<file path="src/rtl/nx_fifo_pkg.sv">
// Shared helpers for the nx FIFO family: derived widths, wrapping pointer
// increment and the decoded per-cycle operation type.
package nx_fifo_pkg;

  // Accepted operations in one cycle, encoded as {write_ok, read_ok}
  typedef enum logic [1:0] {
    OpNone  = 2'b00,
    OpRead  = 2'b01,
    OpWrite = 2'b10,
    OpBoth  = 2'b11
  } fifo_op_e;

  // Pointer width: enough to index DEPTH entries, never less than one bit
  function automatic int unsigned calc_ptr_w(int unsigned depth);
    return (depth <= 2) ? 1 : $clog2(depth);
  endfunction

  // Count width: must represent 0..DEPTH inclusive
  function automatic int unsigned calc_cnt_w(int unsigned depth);
    return $clog2(depth + 1);
  endfunction

  // Explicit wrap at depth-1 so non-power-of-two depths work
  function automatic int unsigned ptr_inc(int unsigned ptr, int unsigned depth);
    return (ptr == depth - 1) ? 0 : ptr + 1;
  endfunction

endpackage

</file>
<file path="src/rtl/nx_fifo_flex_ctrl.sv">
// Control path for nx_fifo_flex: read/write pointers, occupancy count,
// status flags, high-water mark and registered error pulses.
module nx_fifo_flex_ctrl
  import nx_fifo_pkg::*;
#(
  parameter int unsigned DEPTH         = 4,
  parameter int unsigned AFULL_THRESH  = DEPTH - 1,
  parameter int unsigned AEMPTY_THRESH = 1,
  localparam int unsigned PtrW         = calc_ptr_w(DEPTH),
  localparam int unsigned CntW         = calc_cnt_w(DEPTH)
) (
  input  logic            clk_i,
  input  logic            rst_ni,
  input  logic            wen_i,
  input  logic            ren_i,
  input  logic            clear_i,
  input  logic            hwm_clr_i,
  output logic            wr_en_o,
  output logic [PtrW-1:0] wptr_o,
  output logic [PtrW-1:0] rptr_o,
  output logic            empty_o,
  output logic            full_o,
  output logic            almost_full_o,
  output logic            almost_empty_o,
  output logic [CntW-1:0] used_slots_o,
  output logic [CntW-1:0] free_slots_o,
  output logic [CntW-1:0] hwm_o,
  output logic            underflow_o,
  output logic            overflow_o
);

  logic [PtrW-1:0] wptr_q, wptr_d;
  logic [PtrW-1:0] rptr_q, rptr_d;
  logic [CntW-1:0] count_q, count_d;
  logic [CntW-1:0] hwm_q, hwm_d;
  logic            uflow_q, uflow_d;
  logic            oflow_q, oflow_d;
  logic            wr_ok, rd_ok;
  fifo_op_e        op;

  // Status flags decode purely from the count register
  always_comb begin
    empty_o        = (count_q == '0);
    full_o         = (count_q == CntW'(DEPTH));
    almost_full_o  = (count_q >= CntW'(AFULL_THRESH));
    almost_empty_o = (count_q <= CntW'(AEMPTY_THRESH));
    used_slots_o   = count_q;
    free_slots_o   = CntW'(DEPTH) - count_q;
    hwm_o          = hwm_q;
    underflow_o    = uflow_q;
    overflow_o     = oflow_q;
    wptr_o         = wptr_q;
    rptr_o         = rptr_q;
  end

  // Acceptance: on full the read wins, on empty the write wins
  always_comb begin
    wr_ok   = wen_i && !full_o;
    rd_ok   = ren_i && !empty_o;
    op      = fifo_op_e'({wr_ok, rd_ok});
    wr_en_o = wr_ok && !clear_i && rst_ni;
  end

  // Next-state for pointers, count, hwm and error pulses
  always_comb begin
    wptr_d  = wptr_q;
    rptr_d  = rptr_q;
    count_d = count_q;
    oflow_d = wen_i && full_o;
    uflow_d = ren_i && empty_o;
    if (clear_i) begin
      wptr_d  = '0;
      rptr_d  = '0;
      count_d = '0;
      oflow_d = 1'b0;
      uflow_d = 1'b0;
    end else begin
      unique case (op)
        OpWrite: begin
          wptr_d  = PtrW'(ptr_inc(32'(wptr_q), DEPTH));
          count_d = count_q + CntW'(1);
        end
        OpRead: begin
          rptr_d  = PtrW'(ptr_inc(32'(rptr_q), DEPTH));
          count_d = count_q - CntW'(1);
        end
        OpBoth: begin
          wptr_d = PtrW'(ptr_inc(32'(wptr_q), DEPTH));
          rptr_d = PtrW'(ptr_inc(32'(rptr_q), DEPTH));
        end
        OpNone: ;
        default: ;
      endcase
    end
    // hwm_clr restarts tracking from the upcoming occupancy, not from zero
    if (hwm_clr_i) begin
      hwm_d = count_d;
    end else begin
      hwm_d = (count_d > hwm_q) ? count_d : hwm_q;
    end
  end

  // State registers with synchronous active-low reset
  always_ff @(posedge clk_i) begin
    if (!rst_ni) begin
      wptr_q  <= '0;
      rptr_q  <= '0;
      count_q <= '0;
      hwm_q   <= '0;
      uflow_q <= 1'b0;
      oflow_q <= 1'b0;
    end else begin
      wptr_q  <= wptr_d;
      rptr_q  <= rptr_d;
      count_q <= count_d;
      hwm_q   <= hwm_d;
      uflow_q <= uflow_d;
      oflow_q <= oflow_d;
    end
  end

endmodule

</file>
<file path="src/rtl/nx_fifo_flex.sv">
// Flexible-depth synchronous FIFO: storage array and read mux around
// nx_fifo_flex_ctrl. Depth need not be a power of two.
module nx_fifo_flex
  import nx_fifo_pkg::*;
#(
  parameter int unsigned DEPTH         = 4,
  parameter int unsigned WIDTH         = 1,
  parameter int unsigned AFULL_THRESH  = DEPTH - 1,
  parameter int unsigned AEMPTY_THRESH = 1,
  parameter bit          DATA_RESET    = 1'b0,
  localparam int unsigned CNT_W        = calc_cnt_w(DEPTH),
  localparam int unsigned PTR_W        = calc_ptr_w(DEPTH)
) (
  input  logic             clk,
  input  logic             rst_n,
  input  logic             wen,
  input  logic [WIDTH-1:0] wdata,
  input  logic             ren,
  input  logic             clear,
  input  logic             hwm_clr,
  output logic [WIDTH-1:0] rdata,
  output logic             empty,
  output logic             full,
  output logic             almost_full,
  output logic             almost_empty,
  output logic [CNT_W-1:0] used_slots,
  output logic [CNT_W-1:0] free_slots,
  output logic [CNT_W-1:0] hwm,
  output logic             underflow,
  output logic             overflow
);

  logic [WIDTH-1:0] mem_q [DEPTH];
  logic             wr_en;
  logic [PTR_W-1:0] wptr;
  logic [PTR_W-1:0] rptr;

  nx_fifo_flex_ctrl #(
    .DEPTH         (DEPTH),
    .AFULL_THRESH  (AFULL_THRESH),
    .AEMPTY_THRESH (AEMPTY_THRESH)
  ) u_ctrl (
    .clk_i          (clk),
    .rst_ni         (rst_n),
    .wen_i          (wen),
    .ren_i          (ren),
    .clear_i        (clear),
    .hwm_clr_i      (hwm_clr),
    .wr_en_o        (wr_en),
    .wptr_o         (wptr),
    .rptr_o         (rptr),
    .empty_o        (empty),
    .full_o         (full),
    .almost_full_o  (almost_full),
    .almost_empty_o (almost_empty),
    .used_slots_o   (used_slots),
    .free_slots_o   (free_slots),
    .hwm_o          (hwm),
    .underflow_o    (underflow),
    .overflow_o     (overflow)
  );

  if (DATA_RESET) begin : g_mem_rst
    // Storage write; array cleared on reset
    always_ff @(posedge clk) begin
      if (!rst_n) begin
        for (int i = 0; i < int'(DEPTH); i++) begin
          mem_q[i] <= '0;
        end
      end else if (wr_en) begin
        mem_q[wptr] <= wdata;
      end
    end
  end else begin : g_mem
    // Storage write; contents survive reset
    always_ff @(posedge clk) begin
      if (wr_en) begin
        mem_q[wptr] <= wdata;
      end
    end
  end

  // Head entry, forced to zero when nothing is stored
  always_comb begin
    rdata = empty ? '0 : mem_q[rptr];
  end

endmodule

</file>
<file path="config.mk">
export PLATFORM = sky130hd
export DESIGN_NAME = nx_fifo_flex
export DESIGN_NICKNAME = d
export VERILOG_FILES = /design/src/rtl/nx_fifo_pkg.sv /design/src/rtl/nx_fifo_flex_ctrl.sv /design/src/rtl/nx_fifo_flex.sv
export SDC_FILE = /design/constraint.sdc
export NUM_CORES = 1
export LEC_CHECK = 0
export ABC_AREA = 1
export ABC_CLOCK_PERIOD_IN_PS = 4600
export BUFFER_PORTS_ARGS = -buffer_cell sky130_fd_sc_hd__buf_2
export CORE_UTILIZATION = 56
export DETAILED_ROUTE_END_ITERATION = 7
export PLACE_DENSITY = 0.82
export SKIP_LAST_GASP = 1
export SYNTH_ARGS = -nofsm -noshare
export SYNTH_HDL_FRONTEND = slang
export SYNTH_SLANG_ARGS = --single-unit
</file>
<file path="constraint.sdc">
create_clock -name clk -period 4.6 [get_ports clk]
set_input_delay 0.46 -clock clk [delete_from_list [all_inputs] [get_ports clk]]
set_output_delay 0.46 -clock clk [all_outputs]
set_load 0.005 [all_outputs]
</file>
After elaboration in Yosys (flattened, before gate mapping)
Memories as Yosys holds them, arrays and structs flattened. A register that Yosys moved wholly into a read port is not among the register bits.
Cells that the tools add are included.
- output and inout port bits: 16
- flip-flop bits (word level): 12
- word-level logic and storage cells: 47
- input port bits: 7
- RAM bits: 4
- memories: 1
- bitwise gates (word level): 1
- $add $sub $neg: 5
- mux-type cells: 11
- reductions and logical operators: 14
- equality and inequality tests: 6
- $lt $le $gt $ge: 3
- memories (memory ; depth ; width ; rd ports ; clocked after memory_dff ; wr ports ; line ; source):
    mem_q ; 4 ; 1 ; 1 ; 1 ; 1 ; nx_fifo_flex.sv:33 ; logic [WIDTH-1:0] mem_q [DEPTH];
- operators by type and width (kind ; number):
    3-bit 2-to-1 mux ; 3
    2-bit equality test, second input constant ; 4
    2-bit 2-to-1 mux ; 4
    1-bit logical AND ; 6
    3-bit case mux with 2 select lines ; 1
    2-bit OR reduction ; 3
    2-bit by 1-bit adder with 2-bit output, second input constant ; 2
    3-bit by 1-bit adder with 3-bit output, second input constant ; 1
    3-bit equality test, second input constant ; 1
    3-bit by 2-bit >= comparator with 1-bit output, second input constant ; 1
    3-bit > comparator ; 1
    3-bit by 1-bit <= comparator with 1-bit output, second input constant ; 1
    1-bit zero test ; 3
    3-bit zero test ; 1
    1-bit 2-to-1 mux ; 3
    3-bit by 1-bit subtractor with 3-bit output, second input constant ; 1
    3-bit subtractor, first input constant ; 1
    2-bit by 1-bit equality test with 1-bit output, second input constant ; 1
    2-bit nonzero test ; 1
    1-bit inverter ; 1

Logic depth before layout (Yosys ltp)
- depth in word-level cells: 9
- mapped depth: 19
- gate-level depth less buffers: 19

By module
A second synthesis with hierarchy kept.
- cells, all modules: 138
- area total of the unflattened synthesis: 1006.0 um^2
- by module, submodules not included (module ; times used ; cells each ; sequential area each (um^2) ; area an instance (um^2)):
    nx_fifo_flex_ctrl ; 1 ; 114 ; 240.2 ; 802.0
    nx_fifo_flex ; 1 ; 24 ; 120.1 ; 203.9

Worst setup path before layout
No wires, ideal clock.
- path type: register to register
- start point: register u_ctrl.count_q[0], in the netlist u_ctrl.used_slots_o[0]
- end point: register u_ctrl.hwm_q[0], in the netlist u_ctrl.hwm_o[0]
- library setup time: 0.119 ns
- period minus slack after synthesis: 2.484 ns
- buffers on the path: 0
- data arrival time: 2.365 ns
- path slack: 2.116 ns
- required time: 4.481 ns
- cell stages (with the launch flop): 17
- cell sequence: dfxtp_1 -> inv_1 -> ha_1 -> ha_1 -> nor2_4 -> nand2_4 -> nand3_1 -> nand3_1 -> nand2_1 -> inv_1 -> ha_1 -> a21oi_1 -> nand2_1 -> nand2_1 -> nand2_1 -> o21ai_0 -> nor2_2
- longest elaborated chain between the ends: 8
- elaborated cells between the ends (all ways): 16
- those cells by class: add/sub (2); order compare (1); eq/ne (3); mux (4); reduce/logical (6)
- ends and longest elaborated chain (item ; line ; source):
    start: declaration ; nx_fifo_flex_ctrl.sv:34 ; logic [CntW-1:0] count_q, count_d;
    start signal: assignment ; nx_fifo_flex_ctrl.sv:115 ; count_q <= count_d;
    3-bit zero test * ; nx_fifo_flex_ctrl.sv:43 ; empty_o = (count_q == '0);
    net empty ; nx_fifo_flex.sv:22 ; output logic empty,
    1-bit zero test * ; nx_fifo_flex_ctrl.sv:59 ; rd_ok = ren_i && !empty_o;
    1-bit logical AND * ; nx_fifo_flex_ctrl.sv:59 ;
    2-bit by 1-bit equality test with 1-bit output / 2-bit equality test (equally long branches) ; nx_fifo_flex_ctrl.sv:78 ; unique case (op)
    3-bit case mux with 2 select lines * ; nx_fifo_flex_ctrl.sv:78 ;
    3-bit 2-to-1 mux * ; nx_fifo_flex_ctrl.sv:71 ; if (clear_i) begin
    net u_ctrl.count_d[2] ; nx_fifo_flex_ctrl.sv:34 ;
    3-bit > comparator * ; nx_fifo_flex_ctrl.sv:99 ; hwm_d = (count_d > hwm_q) ? count_d : hwm_q;
    2-bit nonzero test (no source line) * ; n/a ;
    end signal: assignment ; nx_fifo_flex_ctrl.sv:116 ; hwm_q <= hwm_d;
    end: declaration ; nx_fifo_flex_ctrl.sv:35 ; logic [CntW-1:0] hwm_q, hwm_d;
Mark *: on every way through the listed nets, which the timed path passes. The rest lies on a longest branch. The select of a mux whose other input is x is not followed.
A chain may end at the register's enable or synchronous reset.

Final worst setup path
- start point: register u_ctrl.count_q[0], in the netlist u_ctrl.used_slots_o[0]
- end point: register u_ctrl.hwm_q[0], in the netlist u_ctrl.hwm_o[0]
- longest elaborated chain between the ends: 8
- elaborated cells between the ends (all ways): 16
- those cells by class: add/sub (2); order compare (1); eq/ne (3); mux (4); reduce/logical (6)
- ends and longest elaborated chain (item ; line):
    3-bit equality test / 3-bit zero test (equally long branches) ; nx_fifo_flex_ctrl.sv:44, nx_fifo_flex_ctrl.sv:43
    1-bit zero test, on equally long branches ; nx_fifo_flex_ctrl.sv:58, nx_fifo_flex_ctrl.sv:59
    1-bit logical AND, on equally long branches ; nx_fifo_flex_ctrl.sv:58, nx_fifo_flex_ctrl.sv:59
    2-bit by 1-bit equality test with 1-bit output / 2-bit equality test (equally long branches) ; nx_fifo_flex_ctrl.sv:78
    3-bit case mux with 2 select lines * ; nx_fifo_flex_ctrl.sv:78
    3-bit 2-to-1 mux * ; nx_fifo_flex_ctrl.sv:71
    net u_ctrl.count_d[2] ; nx_fifo_flex_ctrl.sv:34
    3-bit > comparator * ; nx_fifo_flex_ctrl.sv:99
    2-bit nonzero test (no source line) * ; n/a
Marks and branches as above.

==> impl_metrics.prom <==
# TYPE chip_impl_metric gauge
chip_impl_metric{name="routed-via-count",unit=""} 883
chip_impl_metric{name="grt_pass1_wl",unit="mm"} 3.07
chip_impl_metric{name="antenna_found_initial",unit=""} 0
chip_impl_metric{name="report.final.setup_viol",unit=""} 0
chip_impl_metric{name="final.fill_count",unit=""} 159
chip_impl_info{name="grt_setup_unrepaired",value="no"} 1
chip_impl_info{name="slowest_stage",value="sky130_fd_sc_hd__dfxtp_1"} 1
chip_impl_metric{name="yosys_warnings",unit=""} 0
chip_impl_metric{name="floorplan.die.width",unit="um"} 45.3
chip_impl_metric{name="initialDrtViolationCount",unit=""} 12
chip_impl_metric{name="number_of_buffers_inserted_during_clock_tree_synthesis",unit=""} 3
chip_impl_metric{name="postSynth.asyncResetShare",unit=""} 0
chip_impl_metric{name="synth_cells",unit=""} 130
chip_impl_metric{name="grt_remaining_overflow",unit=""} 0
chip_impl_metric{name="peakVddDrop",unit="uV"} 218
chip_impl_metric{name="floorplan.die.height",unit="um"} 45.3
chip_impl_info{name="ys.flop_type",value="sky130_fd_sc_hd__dfxtp_1"} 1
chip_impl_metric{name="cp_slowest_stage_delay",unit="ps"} 410
chip_impl_info{name="endpoint_kind",value="register"} 1
chip_impl_metric{name="cts-hold-fix-buffers",unit=""} 0
chip_impl_metric{name="syn_nets",unit=""} 152
chip_impl_metric{name="critPathBufInv",unit=""} 2
chip_impl_metric{name="hold_viol_final",unit=""} 0
chip_impl_metric{name="synth_enable_flop_cells",unit=""} 4
chip_impl_metric{name="finalWeightedCongestion",unit=""} 0.766
chip_impl_metric{name="static-leakage-power",unit="uW"} 0.000635
chip_impl_metric{name="worstPathMaxFanout",unit=""} 6
chip_impl_metric{name="worst_slew_pin_slew",unit="ps"} 225
chip_impl_metric{name="slew_viol_final",unit=""} 0
chip_impl_metric{name="rows",unit=""} 15
chip_impl_metric{name="cp.required",unit="ps"} 4800
chip_impl_metric{name="detail_route.drc_violations",unit=""} 0
chip_impl_metric{name="drt.antenna.violating_nets",unit=""} 0
chip_impl_metric{name="drv.max_cap_violation_count",unit=""} 0
chip_impl_metric{name="route.detailed.vias_per_inst",unit=""} 4.91
chip_impl_metric{name="path_clk_slew",unit="ps"} 100
chip_impl_metric{name="maxClockFrequency",unit="MHz"} 368
chip_impl_info{name="startpoint_type",value="register"} 1
chip_impl_metric{name="cp.arrival",unit="ps"} 2920
chip_impl_metric{name="stdcell_area",unit="um2"} 1210
chip_impl_info{name="criticalPathCategory",value="reg2reg"} 1
chip_impl_metric{name="level_count_of_the_clock_h_tree",unit=""} 1
chip_impl_metric{name="firstDrtPassIters",unit=""} 4
chip_impl_metric{name="fp.coreArea",unit="um2"} 1750
chip_impl_metric{name="clock_tree.buffer_depth",unit=""} 2
chip_impl_metric{name="nets_final",unit=""} 178
chip_impl_metric{name="antenna-diode-count",unit=""} 0
chip_impl_metric{name="clock_skew",unit="ps"} 4.37
chip_impl_info{name="clockRootBuffer",value="sky130_fd_sc_hd__clkbuf_4"} 1
chip_impl_metric{name="grt_max_degree",unit=""} 11
chip_impl_metric{name="wl_per_cell",unit="um"} 10.3
chip_impl_metric{name="pin_count",unit=""} 23
chip_impl_metric{name="floorplan.die_area",unit="um2"} 2060
chip_impl_metric{name="synth.distinct_cells",unit=""} 21
chip_impl_info{name="netlist_top_cells_count",value="sky130_fd_sc_hd__inv_1 (23), sky130_fd_sc_hd__nand2_1 (17), sky130_fd_sc_hd__ha_1 (15)"} 1
chip_impl_info{name="result_of_the_run",value="finished clean"} 1
chip_impl_info{name="critPathTopFamily",value="simple AND/OR/NAND/NOR gates"} 1
chip_impl_metric{name="dp_cells",unit=""} 176
chip_impl_metric{name="area_growth_syn_to_layout",unit="%"} 15.2
chip_impl_metric{name="start_util",unit=""} 0.603
chip_impl_metric{name="final.min_clock_period",unit="ps"} 2710
chip_impl_info{name="cts_tree",value="done"} 1
chip_impl_info{name="cp_common_cell",value="sky130_fd_sc_hd__nand2_1"} 1
chip_impl_metric{name="timing.max_slew.rel_slack",unit=""} 0.848
chip_impl_metric{name="dp_slack",unit="ps"} 1880
chip_impl_metric{name="worst_slack",unit="ps"} 1890
chip_impl_info{name="synthTopCellsByArea",value="sky130_fd_sc_hd__dfxtp_1 (27%), sky130_fd_sc_hd__ha_1 (18%), sky130_fd_sc_hd__edfxtp_1 (11%), sky130_fd_sc_hd__inv_1 (8.2%), sky130_fd_sc_hd__nand2_1 (6.1%)"} 1
chip_impl_metric{name="vias_in_the_first_global_route",unit=""} 775
chip_impl_metric{name="synth.top_cell.area_share",unit=""} 0.266
chip_impl_metric{name="power-per-cell-area",unit="nW/um2"} 297
chip_impl_metric{name="cts.sinks",unit=""} 18
chip_impl_metric{name="tns",unit="ps"} 0
chip_impl_info{name="crit_chain",value="inv_1 -> ha_1 -> ha_1 -> nor2_4 -> nand2_4 -> nand3_1 -> nand3_1 -> nand2_1 -> inv_1 -> ha_1 -> a21oi_1 -> nand2_1 -> nand2_1 -> nand2_1 -> o21ai_0 -> nor2_2"} 1
chip_impl_metric{name="post-route-period-util",unit=""} 0.590
chip_impl_metric{name="synth.yosys.seq_area_share",unit=""} 0.380
chip_impl_metric{name="port_buffers",unit=""} 22
chip_impl_metric{name="synth-seq-cells",unit=""} 18
chip_impl_metric{name="cts_resized",unit=""} 0
chip_impl_metric{name="clk_latency",unit="ps"} 300
chip_impl_metric{name="synth_area_per_cell",unit="um2"} 8.09
chip_impl_metric{name="final_layout_size_suffix_gt1_frac",unit=""} 0.258
chip_impl_info{name="synth.largest_area_cell",value="sky130_fd_sc_hd__dfxtp_1"} 1
chip_impl_info{name="worst_hold_path_type",value="in2reg"} 1
chip_impl_metric{name="netlist_area",unit="um2"} 1050
chip_impl_metric{name="post_cts_setup_repair_bufs",unit=""} 0
chip_impl_metric{name="grt_use_total",unit=""} 0.210
chip_impl_info{name="post-synth-top-count-cell",value="sky130_fd_sc_hd__inv_1"} 1
chip_impl_metric{name="dp.final_hpwl",unit="mm"} 1.56
chip_impl_metric{name="detail_route.wirelength",unit="mm"} 1.85
chip_impl_metric{name="final_cells",unit=""} 180
chip_impl_metric{name="placement.cell_area",unit="um2"} 1190
cell type report:
| class | count | area, um2 | share of cell area |
|---|---|---|---|
| Tap cell | 25 | 31.3 | 0.0258 |
| Multi-Input combinational cell | 85 | 547 | 0.451 |
| Inverter | 26 | 97.6 | 0.0805 |
| Clock buffer | 3 | 22.5 | 0.0186 |
| Clock inverter | 1 | 3.75 | 0.00310 |
| Timing Repair Buffer | 22 | 110 | 0.0908 |
| Sequential cell | 18 | 400 | 0.330 |
metrics by stage:
step | total power [uW] | hold WS (ps) | util
3_3_place_gp | 276 | 505 | 0.680
6_report | 361 | 367 | 0.695
3_5_place_dp | 282 | 521 | 0.680
5_1_grt | 386 | 361 | 0.695
4_1_cts | 363 | 369 | 0.695
2_1_floorplan | 251 | 481 | -
path summary, 6_finish.rpt:
check / slack [ps] / to / depth (start not counted) / startpoint
max: 1890 / u_ctrl.hwm_o[0] / 16 / u_ctrl.used_slots_o[0]
min: 370 / mem_q[3] / 1 / wdata
max reg2reg: 1890 / u_ctrl.hwm_o[0] / 16 / u_ctrl.used_slots_o[0]
min reg2reg: 530 / u_ctrl.rptr_o[1] / 2 / u_ctrl.rptr_o[1]
cell usage in the layout, fill, tap and decap left out, drive strengths merged:
cell	Yosys	routed
clkinv	0	1
buf	1	22
o21ai	8	8
o211a	1	1
edfxtp	4	4
nor3	2	2
dfxtp	14	14
ha	15	15
a21oi	7	7
o21a	1	1
nand3b	2	2
inv	26	26
nor2	18	18
nand2	22	22
nand3	9	9
clkbuf	0	3
where the power goes:
| group | leakage (uW) | total, uW | internal (uW) | switching [uW] |
|---|---|---|---|---|
| clock network | 0.0000154 | 82.8 | 31.7 | 51.0 |
| registers | 0.000150 | 177 | 171 | 6.18 |
| logic | 0.000470 | 100 | 40.6 | 59.9 |
logic make-up after synthesis:
logic type | Yosys count | synth area share
and+or+nand+nor | 53 | 0.250
adders and majority gates | 15 | 0.178
AOI/OAI and AO/OA | 17 | 0.0916
buffers and inverters | 27 | 0.0999
DFF | 18 | 0.381
layer usage:
metal  part of all wire  GRT usage
met5                  0          0
met4              0.017     0.0909
met3              0.038     0.0360
met2               0.52      0.397
met1               0.43      0.225
Power figures use the tool's default switching activity.
